**src/rtl/msgq_pkg.sv**
```systemverilog
// msgq_pkg: shared definitions for the session message request queue.
//   - Message type codes carried in each queued request.
//   - Launch FSM state encoding.
//   - Drop counter width and its saturating increment helper.
package msgq_pkg;

  localparam logic [3:0] MSG_NONE   = 4'd0;
  localparam logic [3:0] LOGON      = 4'd1;
  localparam logic [3:0] HEARTBEAT  = 4'd2;
  localparam logic [3:0] RESEND_REQ = 4'd3;
  localparam logic [3:0] LOGOUT     = 4'd4;

  localparam int DROP_CNT_W = 8;

  typedef enum logic [1:0] {
    IDLE      = 2'd0,
    ISSUE     = 2'd1,
    WAIT_ACK  = 2'd2,
    WAIT_DONE = 2'd3
  } msgq_state_t;

  // Increment that sticks at all-ones instead of wrapping.
  function automatic logic [DROP_CNT_W-1:0] sat_inc(input logic [DROP_CNT_W-1:0] v);
    logic [DROP_CNT_W-1:0] r;
    if (v == {DROP_CNT_W{1'b1}}) begin
      r = v;
    end else begin
      r = v + DROP_CNT_W'(1);
    end
    return r;
  endfunction

endpackage

```
**src/rtl/msgq_fifo.sv**
```systemverilog
// msgq_fifo: in-order storage for message requests.
//   clk, rst       clock, asynchronous active-low reset
//   push, pop      write / read strobes (push while full only lands with a pop)
//   wr_data        {type, host} entry to store
//   rd_data        head entry, rd_idx its slot index
//   count/full/empty  registered occupancy status
//   valid          per-slot occupied flags
//   entries_flat   all slot contents side by side, slot g at [g*W +: W]
module msgq_fifo
  import msgq_pkg::*;
#(
  parameter int NUM_HOST = 10,
  parameter int DEPTH    = 8,
  localparam int W       = 4 + NUM_HOST,
  localparam int AW      = $clog2(DEPTH)
) (
  input  logic                 clk,
  input  logic                 rst,
  input  logic                 push,
  input  logic                 pop,
  input  logic [W-1:0]         wr_data,
  output logic [W-1:0]         rd_data,
  output logic [AW-1:0]        rd_idx,
  output logic [AW:0]          count,
  output logic                 full,
  output logic                 empty,
  output logic [DEPTH-1:0]     valid,
  output logic [DEPTH*W-1:0]   entries_flat
);

  logic [W-1:0]  mem_r [DEPTH];
  logic [AW:0]   wr_ptr_r, rd_ptr_r, count_r;
  logic [AW:0]   wr_ptr_nxt_s, rd_ptr_nxt_s, count_nxt_s;
  logic          full_r, empty_r;
  logic          push_s, pop_s;

  assign push_s = push & (~full_r | pop);
  assign pop_s  = pop & ~empty_r;

  // Next pointer values; the extra top bit tells full from empty.
  always_comb begin
    wr_ptr_nxt_s = wr_ptr_r;
    rd_ptr_nxt_s = rd_ptr_r;
    if (push_s) begin
      wr_ptr_nxt_s = wr_ptr_r + (AW+1)'(1);
    end else begin
      wr_ptr_nxt_s = wr_ptr_r;
    end
    if (pop_s) begin
      rd_ptr_nxt_s = rd_ptr_r + (AW+1)'(1);
    end else begin
      rd_ptr_nxt_s = rd_ptr_r;
    end
    count_nxt_s = wr_ptr_nxt_s - rd_ptr_nxt_s;
  end

  // Entry storage, written at the tail slot.
  always_ff @(posedge clk or negedge rst) begin
    if (!rst) begin
      for (int i = 0; i < DEPTH; i++) begin
        mem_r[i] <= '0;
      end
    end else if (push_s) begin
      mem_r[wr_ptr_r[AW-1:0]] <= wr_data;
    end
  end

  // Pointers and registered occupancy status.
  always_ff @(posedge clk or negedge rst) begin
    if (!rst) begin
      wr_ptr_r <= '0;
      rd_ptr_r <= '0;
      count_r  <= '0;
      full_r   <= 1'b0;
      empty_r  <= 1'b1;
    end else begin
      wr_ptr_r <= wr_ptr_nxt_s;
      rd_ptr_r <= rd_ptr_nxt_s;
      count_r  <= count_nxt_s;
      full_r   <= (count_nxt_s == (AW+1)'(DEPTH));
      empty_r  <= (count_nxt_s == (AW+1)'(0));
    end
  end

  assign rd_idx  = rd_ptr_r[AW-1:0];
  assign rd_data = mem_r[rd_idx];
  assign count   = count_r;
  assign full    = full_r;
  assign empty   = empty_r;

  // A slot is live when its distance from the head is below the occupancy.
  for (genvar g = 0; g < DEPTH; g++) begin : g_view
    logic [AW-1:0] offs_s;
    assign offs_s                 = AW'(g) - rd_ptr_r[AW-1:0];
    assign valid[g]               = ({1'b0, offs_s} < count_r);
    assign entries_flat[g*W +: W] = mem_r[g];
  end

endmodule

```
**src/rtl/msg_request_queue.sv**
```systemverilog
// msg_request_queue: holds session message requests in order and launches
// them one at a time to the message creator with a start/busy handshake.
//   clk, rst            clock, asynchronous active-low reset
//   initiate_msg_i      push strobe; create_message_i type (0 = ignored), host_i host
//   busy_i              creator busy; clear_overflow_i clears overflow_o
//   start_o             one-cycle launch pulse; msg_type_o/host_o launched request
//   count_o/full_o/empty_o  queue status
//   overflow_o          sticky drop flag; drop_cnt_o saturating drop count
// Build option MSGQ_HB_COALESCE_EN: a heartbeat for a host that already has a
// heartbeat waiting in the queue is discarded silently.
module msg_request_queue
  import msgq_pkg::*;
#(
  parameter int NUM_HOST = 10,
  parameter int DEPTH    = 8,
  parameter int ACK_WAIT = 4
) (
  input  logic                        clk,
  input  logic                        rst,
  input  logic                        initiate_msg_i,
  input  logic [3:0]                  create_message_i,
  input  logic [NUM_HOST-1:0]         host_i,
  input  logic                        busy_i,
  input  logic                        clear_overflow_i,
  output logic                        start_o,
  output logic [3:0]                  msg_type_o,
  output logic [NUM_HOST-1:0]         host_o,
  output logic [$clog2(DEPTH):0]      count_o,
  output logic                        full_o,
  output logic                        empty_o,
  output logic                        overflow_o,
  output logic [DROP_CNT_W-1:0]       drop_cnt_o
);

  localparam int W  = 4 + NUM_HOST;
  localparam int AW = $clog2(DEPTH);

  msgq_state_t               state_r, state_nxt_s;
  logic [3:0]                ack_cnt_r;
  logic                      start_r, launch_s;
  logic [3:0]                msg_type_r;
  logic [NUM_HOST-1:0]       host_r;
  logic                      overflow_r;
  logic [DROP_CNT_W-1:0]     drop_cnt_r;

  logic                      req_valid_s, coalesce_hit_s, push_s, pop_s, drop_s;
  logic [W-1:0]              fifo_head_s;
  logic [AW-1:0]             fifo_rd_idx_s;
  logic [AW:0]               fifo_count_s;
  logic                      fifo_full_s, fifo_empty_s;
  logic [DEPTH-1:0]          fifo_valid_s;
  logic [DEPTH*W-1:0]        fifo_entries_s;

  // The head leaves the queue at the end of the launch cycle.
  assign pop_s       = (state_r == ISSUE);
  assign req_valid_s = initiate_msg_i & (create_message_i != MSG_NONE);
  // A full queue still accepts a push in the cycle it pops.
  assign push_s      = req_valid_s & ~coalesce_hit_s & (~fifo_full_s | pop_s);
  assign drop_s      = req_valid_s & ~coalesce_hit_s & fifo_full_s & ~pop_s;

  msgq_fifo #(
    .NUM_HOST (NUM_HOST),
    .DEPTH    (DEPTH)
  ) u_fifo (
    .clk          (clk),
    .rst          (rst),
    .push         (push_s),
    .pop          (pop_s),
    .wr_data      ({create_message_i, host_i}),
    .rd_data      (fifo_head_s),
    .rd_idx       (fifo_rd_idx_s),
    .count        (fifo_count_s),
    .full         (fifo_full_s),
    .empty        (fifo_empty_s),
    .valid        (fifo_valid_s),
    .entries_flat (fifo_entries_s)
  );

`ifdef MSGQ_HB_COALESCE_EN
  // Parallel search for a waiting heartbeat to the same host; the head being
  // launched this cycle is already issued and does not count.
  always_comb begin
    coalesce_hit_s = 1'b0;
    if (create_message_i == HEARTBEAT) begin
      for (int i = 0; i < DEPTH; i++) begin
        if (fifo_valid_s[i]
            && (fifo_entries_s[i*W+NUM_HOST +: 4] == HEARTBEAT)
            && (fifo_entries_s[i*W +: NUM_HOST] == host_i)
            && !(pop_s && (AW'(i) == fifo_rd_idx_s))) begin
          coalesce_hit_s = 1'b1;
        end else begin
          coalesce_hit_s = coalesce_hit_s;
        end
      end
    end else begin
      coalesce_hit_s = 1'b0;
    end
  end
`else
  assign coalesce_hit_s = 1'b0;
  logic unused_fifo_view_s;
  assign unused_fifo_view_s = ^{fifo_valid_s, fifo_entries_s, fifo_rd_idx_s};
`endif

  // Launch FSM next-state logic.
  always_comb begin
    state_nxt_s = state_r;
    launch_s    = 1'b0;
    case (state_r)
      IDLE: begin
        if (!fifo_empty_s && !busy_i) begin
          state_nxt_s = ISSUE;
          launch_s    = 1'b1;
        end else begin
          state_nxt_s = IDLE;
        end
      end
      ISSUE: begin
        state_nxt_s = WAIT_ACK;
      end
      WAIT_ACK: begin
        if (busy_i) begin
          state_nxt_s = WAIT_DONE;
        end else if (ack_cnt_r == 4'(ACK_WAIT - 1)) begin
          // No acknowledge: the request is considered consumed.
          state_nxt_s = IDLE;
        end else begin
          state_nxt_s = WAIT_ACK;
        end
      end
      WAIT_DONE: begin
        if (!busy_i) begin
          state_nxt_s = IDLE;
        end else begin
          state_nxt_s = WAIT_DONE;
        end
      end
      default: begin
        state_nxt_s = IDLE;
      end
    endcase
  end

  // FSM state register and acknowledge-wait counter.
  always_ff @(posedge clk or negedge rst) begin
    if (!rst) begin
      state_r   <= IDLE;
      ack_cnt_r <= 4'd0;
    end else begin
      state_r <= state_nxt_s;
      if (state_r == WAIT_ACK) begin
        ack_cnt_r <= ack_cnt_r + 4'd1;
      end else begin
        ack_cnt_r <= 4'd0;
      end
    end
  end

  // Launch pulse and launched request fields, held until the next launch.
  always_ff @(posedge clk or negedge rst) begin
    if (!rst) begin
      start_r    <= 1'b0;
      msg_type_r <= 4'd0;
      host_r     <= '0;
    end else begin
      start_r <= (state_nxt_s == ISSUE);
      if (launch_s) begin
        msg_type_r <= fifo_head_s[W-1 -: 4];
        host_r     <= fifo_head_s[NUM_HOST-1:0];
      end
    end
  end

  // Overflow flag (clear wins over a same-cycle drop) and drop counter.
  always_ff @(posedge clk or negedge rst) begin
    if (!rst) begin
      overflow_r <= 1'b0;
      drop_cnt_r <= '0;
    end else begin
      if (clear_overflow_i) begin
        overflow_r <= 1'b0;
      end else if (drop_s) begin
        overflow_r <= 1'b1;
      end
      if (drop_s) begin
        drop_cnt_r <= sat_inc(drop_cnt_r);
      end
    end
  end

  assign start_o    = start_r;
  assign msg_type_o = msg_type_r;
  assign host_o     = host_r;
  assign count_o    = fifo_count_s;
  assign full_o     = fifo_full_s;
  assign empty_o    = fifo_empty_s;
  assign overflow_o = overflow_r;
  assign drop_cnt_o = drop_cnt_r;

endmodule

```
**config.mk**
```make
export PLATFORM = sky130hd
export DESIGN_NAME = msg_request_queue
export DESIGN_NICKNAME = d
export VERILOG_FILES = /design/src/rtl/msgq_pkg.sv /design/src/rtl/msgq_fifo.sv /design/src/rtl/msg_request_queue.sv
export SDC_FILE = /design/constraint.sdc
export NUM_CORES = 1
export LEC_CHECK = 0
export BUFFER_PORTS_ARGS = -buffer_cell sky130_fd_sc_hd__buf_2
export CAP_MARGIN = 25
export CORE_UTILIZATION = 65
export DETAILED_ROUTE_END_ITERATION = 8
export GPL_TIMING_DRIVEN = 1
export PLACE_DENSITY = 0.84
export RECOVER_POWER = 25
export SLEW_MARGIN = 20
export SYNTH_ARGS = -nofsm -noshare
export SYNTH_HDL_FRONTEND = slang
export SYNTH_SLANG_ARGS = --single-unit
```
**constraint.sdc**
```tcl
create_clock -name clk -period 5.6 [get_ports clk]
set_input_delay 1.12 -clock clk [delete_from_list [all_inputs] [get_ports clk]]
set_output_delay 1.12 -clock clk [all_outputs]
set_load 0.02 [all_outputs]
```
# Yosys cells after proc, flatten, opt, wreduce, memory -nomap -nowiden
# Cells that the tools add are included.
dict set report totals {
  wordCells 75
  memories 0
  romBits 0
  ramBits 0
  regBits 156
  in_bits 19
  output_inout_bits 30
  latchBits 0
}
dict set report op_classes {
  div 0
  n_reduce_logical 9
  n_mul 0
  n_mux 18
  add_sub_neg 5
  order_cmp 3
  shift 0
  eq_ne 7
  bitwise_logic 13
}
# operator count
set op_table {}
lappend op_table {{bitwise mux 112 bit} 1}
lappend op_table {{binary-select mux 14 bit (select 3 bit)} 1}
lappend op_table {{demux 14 bit (select 3 bit)} 1}
lappend op_table {{two-way mux 14 bit} 3}
lappend op_table {{adder 4 x 1 -> 4 bit, second input constant} 3}
lappend op_table {{two-way mux 4 bit} 3}
lappend op_table {{adder 8 x 1 -> 8 bit, second input constant} 1}
lappend op_table {{equality test 8 bit, second input constant} 1}
lappend op_table {{>= comparator 4 bit, second input constant} 2}
lappend op_table {{inverter 3 -> 4 bit} 2}
lappend op_table {{one-hot mux 2 bit (4 select lines)} 1}
lappend op_table {{AND 1 bit} 6}
lappend op_table {{two-way mux 2 bit} 3}
lappend op_table {{two-way mux 1 bit} 5}
lappend op_table {{equality test 2 x 1 -> 1 bit, second input constant} 2}
lappend op_table {{equality test 2 bit, second input constant} 2}
lappend op_table {{equality test 4 x 2 -> 1 bit, second input constant} 1}
lappend op_table {{equality test 4 bit, second input constant} 1}
lappend op_table {{logical NOT 4 bit} 1}
lappend op_table {{less-than comparator 4 x 1 -> 1 bit, second input constant} 1}
lappend op_table {{inverter 1 bit} 4}
lappend op_table {{nonzero test 4 bit} 1}
lappend op_table {{subtractor 4 bit} 1}
lappend op_table {{logical AND 1 bit} 2}
lappend op_table {{5 further kinds} 6}

# Depth between registers and ports, before layout
# Gate-level depths: netlist of run 1.
dict set report logic_depth {
  word_depth 7
  ltp_mapped 10
  ltp_nobuf 10
}

# Cells and area by module
# Synthesis of run 1 repeated with hierarchy kept, for this count alone.
dict set report hier_totals {
  hier_cells 522
  area_unflattened_um2 7323.3
}
# mod instances seq_area_each_um2 area_per_inst_um2 cells_per_inst
set by_module_without_submodules {}
lappend by_module_without_submodules {msgq_fifo 1 3154.3 6042.0 429}
lappend by_module_without_submodules {msg_request_queue 1 750.7 1281.2 93}

# Worst setup path after synthesis of run 1
# No wires, ideal clock.
dict set report synth_path {
  kind {input-to-reg}
  startpoint {input create_message_i[3]}
  endpoint {register u_fifo.empty_r (netlist: u_fifo.empty)}
  path_buffers 1
  arrival_time_ps 3159
  cell_stages 10
  slack_ps 2344
  path_cell_list {clkbuf_1 -> o41ai_2 -> a21oi_1 -> nand2_1 -> nand2_1 -> ha_1 -> a21o_1 -> a21oi_1 -> xor3_1 -> nor4_1}
}
dict set report synth_between {
  elab_chain_cells 7
}
# item line
set synth_lines {}
lappend synth_lines {{from (decl)} msg_request_queue.sv:21} ;# input logic [3:0] create_message_i,
lappend synth_lines {{nonzero test 4 bit} msg_request_queue.sv:56} ;# assign req_valid_s = initiate_msg_i & (create_message_i != MSG_NONE);
lappend synth_lines {{AND 1 bit} msg_request_queue.sv:56}
lappend synth_lines {{AND 1 bit} msg_request_queue.sv:58} ;# assign push_s = req_valid_s & ~coalesce_hit_s & (~fifo_full_s | pop_s);
lappend synth_lines {{AND 1 bit} msgq_fifo.sv:37} ;# assign push_s = push & (~full_r | pop);
lappend synth_lines {{two-way mux 4 bit} msgq_fifo.sv:44} ;# if (push_s) begin
lappend synth_lines {{net u_fifo.wr_ptr_nxt_s[1]} msgq_fifo.sv:33} ;# logic [AW:0] wr_ptr_nxt_s, rd_ptr_nxt_s, count_nxt_s;
lappend synth_lines {{subtractor 4 bit} msgq_fifo.sv:54} ;# count_nxt_s = wr_ptr_nxt_s - rd_ptr_nxt_s;
lappend synth_lines {{net u_fifo.count_nxt_s[3]} msgq_fifo.sv:33}
lappend synth_lines {{logical NOT 4 bit} msgq_fifo.sv:81} ;# empty_r <= (count_nxt_s == (AW+1)'(0));
lappend synth_lines {{to (signal assigned)} msgq_fifo.sv:81}
lappend synth_lines {{to (decl)} msgq_fifo.sv:34} ;# logic full_r, empty_r;
# The timed path passes the listed nets, and every way through them passes these cells.
# A chain may end at the register's enable or synchronous reset.

==> results of run 1 <==
sequential cells by signal (all words and copies together), names as in the netlist:
register,count
start_o,1
u_fifo.full,1
u_fifo.rd_ptr_r,4
u_fifo.count,4
msg_type_o,4
overflow_o,1
u_fifo.wr_ptr_r,4
u_fifo.empty,1
host_o,10
ack_cnt_r,4
u_fifo.entries_flat,112
drop_cnt_o,8
state_r,2
power groups by stage:
stage	Sequential [mW]	Clock [mW]	Combinational [mW]
after floorplan	1.99	0	1.39
after global placement	2.01	0	1.73
after detailed placement	2.03	0	1.87
after CTS	2.03	1.22	1.91
after global routing	2.10	1.26	2.03
final	2.03	1.20	1.89
layout by cell type (no fill, tap or decap), types with 5 or more instances in the layout:
| master | synthesis | final |
|---|---|---|
| dfrtp_1 | 155 | 154 |
| xnor2_1 | 9 | 9 |
| nand2_1 | 11 | 11 |
| nor2_1 | 25 | 23 |
| xor2_1 | 6 | 6 |
| clkbuf_16 | 0 | 16 |
| mux4_2 | 28 | 28 |
| clkbuf_8 | 0 | 6 |
| inv_1 | 7 | 7 |
| a21oi_1 | 17 | 17 |
| buf_2 | 10 | 46 |
| mux2i_1 | 14 | 14 |
| ha_1 | 7 | 7 |
| mux2_2 | 113 | 113 |
| buf_4 | 1 | 8 |
| nand3_1 | 5 | 5 |
synthesized netlist by cell type, types with 2 or more instances:
library cell,number,area [sq um]
nand4_1,3,18.8
dfrtp_1,155,3880
buf_2,10,50.1
nor4_1,2,12.5
inv_1,7,26.3
mux2_2,113,1270
nor3_1,3,15.0
nand2_1,11,41.3
buf_1,3,11.3
clkbuf_1,10,37.5
nand3_1,5,25.0
xnor2_1,9,78.8
xor2_1,6,52.6
a21oi_1,17,85.1
mux4_2,28,631
a21o_1,2,15.0
nor2_1,25,93.8
ha_1,7,87.6
mux2i_1,14,140
nand2b_1,4,25.0
through the flow:
stage          cell area (sq um)  setup slack (ns)  hold WS, ns  total power [mW]
3_3_place_gp                7240              2.24        0.450              3.74
2_1_floorplan               6830              2.34        0.433              3.38
3_5_place_dp                7270              2.09        0.458              3.90
6_report                    7880              2.49        0.464              5.12
5_1_grt                     7880              1.95        0.480              5.38
4_1_cts                     7890              2.58        0.466              5.16
final timing paths:
path / startpoint / to / slack (ns) / cells after the start
hold / removal: ack_cnt_r[0]$_DFF_PN0_ / ack_cnt_r[0]$_DFF_PN0_ / 0.46 / 1
max in group clk: create_message_i[3] / u_fifo.empty$_DFF_PN1_ / 2.59 / 10
setup reg to reg: u_fifo.rd_ptr_r[0]$_DFF_PN0_ / u_fifo.empty$_DFF_PN1_ / 2.70 / 9
hold reg to reg: ack_cnt_r[0]$_DFF_PN0_ / ack_cnt_r[0]$_DFF_PN0_ / 0.46 / 1
min in group asynchronous: rst / u_fifo.entries_flat[0]$_DFFE_PN0P_ / 1.33 / 1
setup / recovery: rst / u_fifo.entries_flat[63]$_DFFE_PN0P_ / 2.49 / 2
metal layers:
layer  part of all wire  up-vias
met5                  0        -
met4              0.016        0
met3              0.036       17
met2               0.52       85
met1               0.42     2122
li1                   -     1748
final cells by class:
class | count | area (sq um)
clock inverter | 7 | 135
fill | 605 | 2350
sequential | 156 | 3910
tap | 136 | 170
timing repair buffer | 58 | 330
clock buffer | 23 | 487
multi-input combinational | 265 | 2820
inverter | 7 | 26.3
cells by family after synthesis:
kind of cell | Yosys count | synth area share
muxes | 156 | 0.301
DFF | 156 | 0.572
and+or+nand+nor | 59 | 0.0423
buffers and inverters | 31 | 0.0194
AOI/OAI and AO/OA | 25 | 0.0246
xor gates and xnor gates | 17 | 0.0251
adders and majority gates | 8 | 0.0158
==> impl_metrics.env, run 1 <==
export IMPL_start_kind="primary input"
export IMPL_setup_viol=0
export IMPL_grt_pass1_wl_um=22500
export IMPL_swShare=0.320
export IMPL_drt_total_wl_um=13900
export IMPL_p_leak_nw=3.46
export IMPL_async_flop_share=1.00
export IMPL_worst_path_buf_inv=2
export IMPL_cap_violations=2
export IMPL_grt_max_degree=101
export IMPL_crit_arrival_ns=3.68
export IMPL_antenna_left=0
export IMPL_clockBufferDepth=2
export IMPL_synth_ff_type="dfrtp_1"
export IMPL_path_max_fanout=100
export IMPL_cpLargestDelayFamily="buffers and inverters"
export IMPL_critical_path_slowest_cell="clkbuf_2"
export IMPL_grt_usage=0.281
export IMPL_skew_ns=0.00951
export IMPL_syn_mean_instance_area_sq_um=15.1
export IMPL_p_int_mw=3.49
export IMPL_dp_cells=622
export IMPL_num_rows=37
export IMPL_crit_type="in -> async"
export IMPL_netlist_area_sq_um=6830
export IMPL_ys_warnings_count=0
export IMPL_grt_met3_usage=0.0652
export IMPL_fin_tns_setup_ns=0
export IMPL_dieArea_sq_um=10900
export IMPL_post_cts_setup_buffer_count=0
export IMPL_cts_root_buf="clkbuf_8"
export IMPL_initialDrtViolationCount=201
export IMPL_fp_dieW_um=104
export IMPL_cts_resized=0
export IMPL_initial_core_util=0.667
export IMPL_cp_cell_sequence="clkbuf_2, buf_4"
export IMPL_grt_pass1_vias=4257
export IMPL_final_max_slew_viol_count=132
export IMPL_worstHoldPathType="reg -> reg"
export IMPL_drc_errors=0
export IMPL_clkSinkCount=156
export IMPL_hold_viol_final=0
export IMPL_syn_inst=452
export IMPL_status="complete, but fails checks"
export IMPL_via_count=3972
export IMPL_io_buffers=48
export IMPL_yosysSeqAreaShare=0.572
export IMPL_p_per_area_nw_per_um2=650
export IMPL_wl_per_cell_um=21.3
export IMPL_drive_above_1_share=0.465
export IMPL_clk_latency_ns=0.52
export IMPL_syn2layout_area_growth_pct=15.4
export IMPL_clkPwrFrac=0.235
export IMPL_viasPerCell=6.09
export IMPL_grt_overflow=0
export IMPL_synth_enable_flop_cells=0
export IMPL_core_area_sq_um=10200
export IMPL_ir_drop_mv=0.428
export IMPL_clk_pin_slew_ns=0.06
export IMPL_failed_checks="max-capacitance violations, max-slew violations"
export IMPL_fin_util=0.770
export IMPL_p_seq_frac=0.397
export IMPL_holdBufCountCts=0
export IMPL_rsz0062_at_grt="no"
export IMPL_final_cells=652
export IMPL_met2_usage=0.476
export IMPL_max_clock_freq_mhz=322
export IMPL_p_comb_frac=0.369
export IMPL_drt_first_pass_iters=4
export IMPL_final_min_clock_period_ns=3.11
export IMPL_io_pins=49
export IMPL_cp_slowest_stage_delay_ns=1.68
export IMPL_antenna_found_initial=0
export IMPL_grt_use_met1=0.359
export IMPL_gp_congestion=0.783
export IMPL_dp_hpwl_um=8190
export IMPL_cts_tree="done"
export IMPL_switching_power_mw=1.64
export IMPL_dieHeight_um=104
export IMPL_htree_levels=4
export IMPL_syn_nets=479
export IMPL_slew_headroom=-0.613
export IMPL_busiest_layer="met2"
export IMPL_ys_types=38
export IMPL_end_kind="asynchronous set/reset pin"
export IMPL_diodes=0
export IMPL_synth_seq_cells=156
export IMPL_worstMarginPinSlew_ns=2.42
export IMPL_required_ns=6.17
export IMPL_finalCritPeriodShare=0.555
export IMPL_cts_buffers=17
export IMPL_fin_nets=532
(Power assumes the default switching activity.)
==> run 2, diff against run 1 <==
--- a/config.mk
+++ b/config.mk
@@ -7,10 +7,10 @@
 export LEC_CHECK = 0
 export BUFFER_PORTS_ARGS = -buffer_cell sky130_fd_sc_hd__buf_2
 export CAP_MARGIN = 25
-export CORE_UTILIZATION = 65
+export CORE_UTILIZATION = 60
 export DETAILED_ROUTE_END_ITERATION = 8
 export GPL_TIMING_DRIVEN = 1
-export PLACE_DENSITY = 0.84
+export PLACE_DENSITY = 0.78
 export RECOVER_POWER = 25
 export SLEW_MARGIN = 20
 export SYNTH_ARGS = -nofsm -noshare
==> constraint.sdc (replaced) <==
create_clock -name clk -period 3 [get_ports clk]
set_input_delay 0.6 -clock clk [delete_from_list [all_inputs] [get_ports clk]]
set_output_delay 0.6 -clock clk [all_outputs]
set_load 0.02 [all_outputs]
==> impl_metrics.env, run 2 (synthesized netlist as in run 1, its figures left out) <==
export IMPL_status="complete, but fails checks"
export IMPL_failed_checks="max-capacitance violations, max-slew violations"
export IMPL_dieHeight_um=109
export IMPL_fin_nets=549
export IMPL_post_cts_setup_buffer_count=0
export IMPL_setup_viol=0
export IMPL_fp_dieW_um=109
export IMPL_diodes=0
export IMPL_dp_hpwl_um=8910
export IMPL_io_buffers=48
export IMPL_final_max_slew_viol_count=69
export IMPL_viasPerCell=5.87
export IMPL_io_pins=49
export IMPL_timing_rr_start="state_r[1]$_DFF_PN0_"
export IMPL_fin_area_sq_um=7950
export IMPL_finalCritPeriodShare=0.855
export IMPL_antenna_left=0
export IMPL_cts_tree="done"
export IMPL_end_kind="flop"
export IMPL_cap_violations=1
export IMPL_antenna_found_initial=0
export IMPL_ir_drop_mv=0.640
export IMPL_htree_levels=4
export IMPL_final_min_clock_period_ns=2.57
export IMPL_cts_root_buf="clkbuf_16"
export IMPL_regToRegSetupSlack_ns=0.43
export IMPL_clkSinkCount=156
export IMPL_wl_per_cell_um=19.7
export IMPL_num_rows=38
export IMPL_crit_type="reg -> reg"
export IMPL_max_clock_freq_mhz=390
export IMPL_worstMarginPinSlew_ns=1.72
export IMPL_clk_pin_slew_ns=0.06
export IMPL_final_common_cell="dfrtp_1"
export IMPL_drc_errors=0
export IMPL_hold_viol_final=0
export IMPL_crit_arrival_ns=2.89
export IMPL_mostFrequentLayoutCells="154 x dfrtp_1, 113 x mux2_2, 47 x buf_2"
export IMPL_initial_core_util=0.622
export IMPL_startpoint="state_r[1]$_DFF_PN0_"
export IMPL_rsz0062_at_grt="no"
export IMPL_p_per_area_nw_per_um2=1180
export IMPL_largest_reg_flops=112
export IMPL_worstHoldPathType="in -> reg"
export IMPL_ff2ff_path_depth=9
export IMPL_grt_max_degree=70
export IMPL_required_ns=3.32
export IMPL_holdBufCountCts=0
export IMPL_cp_cell_sequence="nand2b_1, a21oi_1, nand2_1, nand2_1, ha_1, a21o_1, a21oi_1, xor3_1, nor4_1"
export IMPL_worstSetupEndpoint="u_fifo.empty$_DFF_PN1_"
export IMPL_postPlaceCellArea_sq_um=7380
export IMPL_initialDrtViolationCount=192
export IMPL_grt_pass1_vias=4313
export IMPL_cts_resized=0
export IMPL_critical_path_slowest_cell="dfrtp_1"
export IMPL_syn2layout_area_growth_pct=16.5
export IMPL_cts_buffers=17
export IMPL_grt_usage=0.259
export IMPL_r2r_end="u_fifo.empty$_DFF_PN1_"
export IMPL_dieArea_sq_um=11800
export IMPL_drt_total_wl_um=13300
export IMPL_grt_overflow=0
export IMPL_skew_ns=0.00481
export IMPL_gp_congestion=0.793
export IMPL_dp_cells=643
export IMPL_path_max_fanout=6
export IMPL_drive_above_1_share=0.477
export IMPL_final_cells=673
export IMPL_grt_pass1_wl_um=22100
export IMPL_fin_tns_setup_ns=0
export IMPL_cp_slowest_stage_delay_ns=0.43
export IMPL_drt_first_pass_iters=4
export IMPL_core_area_sq_um=11000
export IMPL_p_leak_nw=3.53
export IMPL_via_count=3948
export IMPL_clockBufferDepth=2
export IMPL_fin_util=0.724
export IMPL_start_kind="flop"
export IMPL_nFillCells=727
export IMPL_clk_latency_ns=0.42
export IMPL_slew_headroom=-0.146
## run 2: cell count changes in the layout (fill, tap and decap cells not counted), moves of 2 or more
| cell | change |
|---|---|
| buf_4 | +17 |
| clkbuf_8 | -4 |
| nor2_1 | +2 |
| nor2_2 | -2 |
## run 2: how the worst min path moves through the flow
stage	from	to	slack, ns	cells after the start
2_1_floorplan	rst	ack_cnt_r[0]$_DFF_PN0_	0.30	0
3_3_place_gp	ack_cnt_r[0]$_DFF_PN0_	ack_cnt_r[0]$_DFF_PN0_	0.45	1
3_5_place_dp	ack_cnt_r[0]$_DFF_PN0_	ack_cnt_r[0]$_DFF_PN0_	0.46	1
4_1_cts	rst	u_fifo.entries_flat[14]$_DFFE_PN0P_	0.20	1
5_1_grt	clear_overflow_i	overflow_o$_DFFE_PN0P_	0.32	2
6_report	clear_overflow_i	overflow_o$_DFFE_PN0P_	0.33	2
## run 2: area by class of cell
class	instances	area [sq um]	share of cell area
flip-flops and latches	156	3910	0.491
inverters	7	26.3	0.00330
multi-input cells	265	2810	0.354
clock buffers	22	464	0.0584
clock inverters	8	118	0.0148
repair buffers	75	452	0.0568
well taps	140	175	0.0220
## run 2: critical path: cells and delay by family, from the launching register on
family | cells | cell delay, ns
simple gates | 4 | 0.80
compound gates | 3 | 0.68
flops | 1 | 0.43
xor+xnor | 1 | 0.28
fa+ha+maj | 1 | 0.26
## run 2: per-layer routing
layer / routed length [um] / vias to the layer above / track usage / part of all wire
met5: 0 / - / 0 / 0
met1: 5540 / 2093 / 0.314 / 0.42
met2: 7100 / 65 / 0.450 / 0.54
met4: 185 / 0 / 0.0936 / 0.014
li1: - / 1773 / - / -
met3: 447 / 17 / 0.0646 / 0.034
## run 2: stage by stage
stage	total power, mW	setup WS [ns]	hold WS (ns)
finish	9.37	0.434	0.330
global placement	7.09	0.272	0.448
detailed placement	7.33	0.135	0.464
floorplan	6.31	0.264	0.304
global route	9.95	0.155	0.324
CTS	9.48	0.375	0.203
## run 2: power breakdown
group / leakage (nW) / internal, mW / switching, mW / total [mW]
logic: 1.35 / 1.95 / 1.61 / 3.56
registers: 1.89 / 3.12 / 0.569 / 3.69
clock network: 0.286 / 1.34 / 0.775 / 2.11
total: 3.53 / 6.41 / 2.96 / 9.37
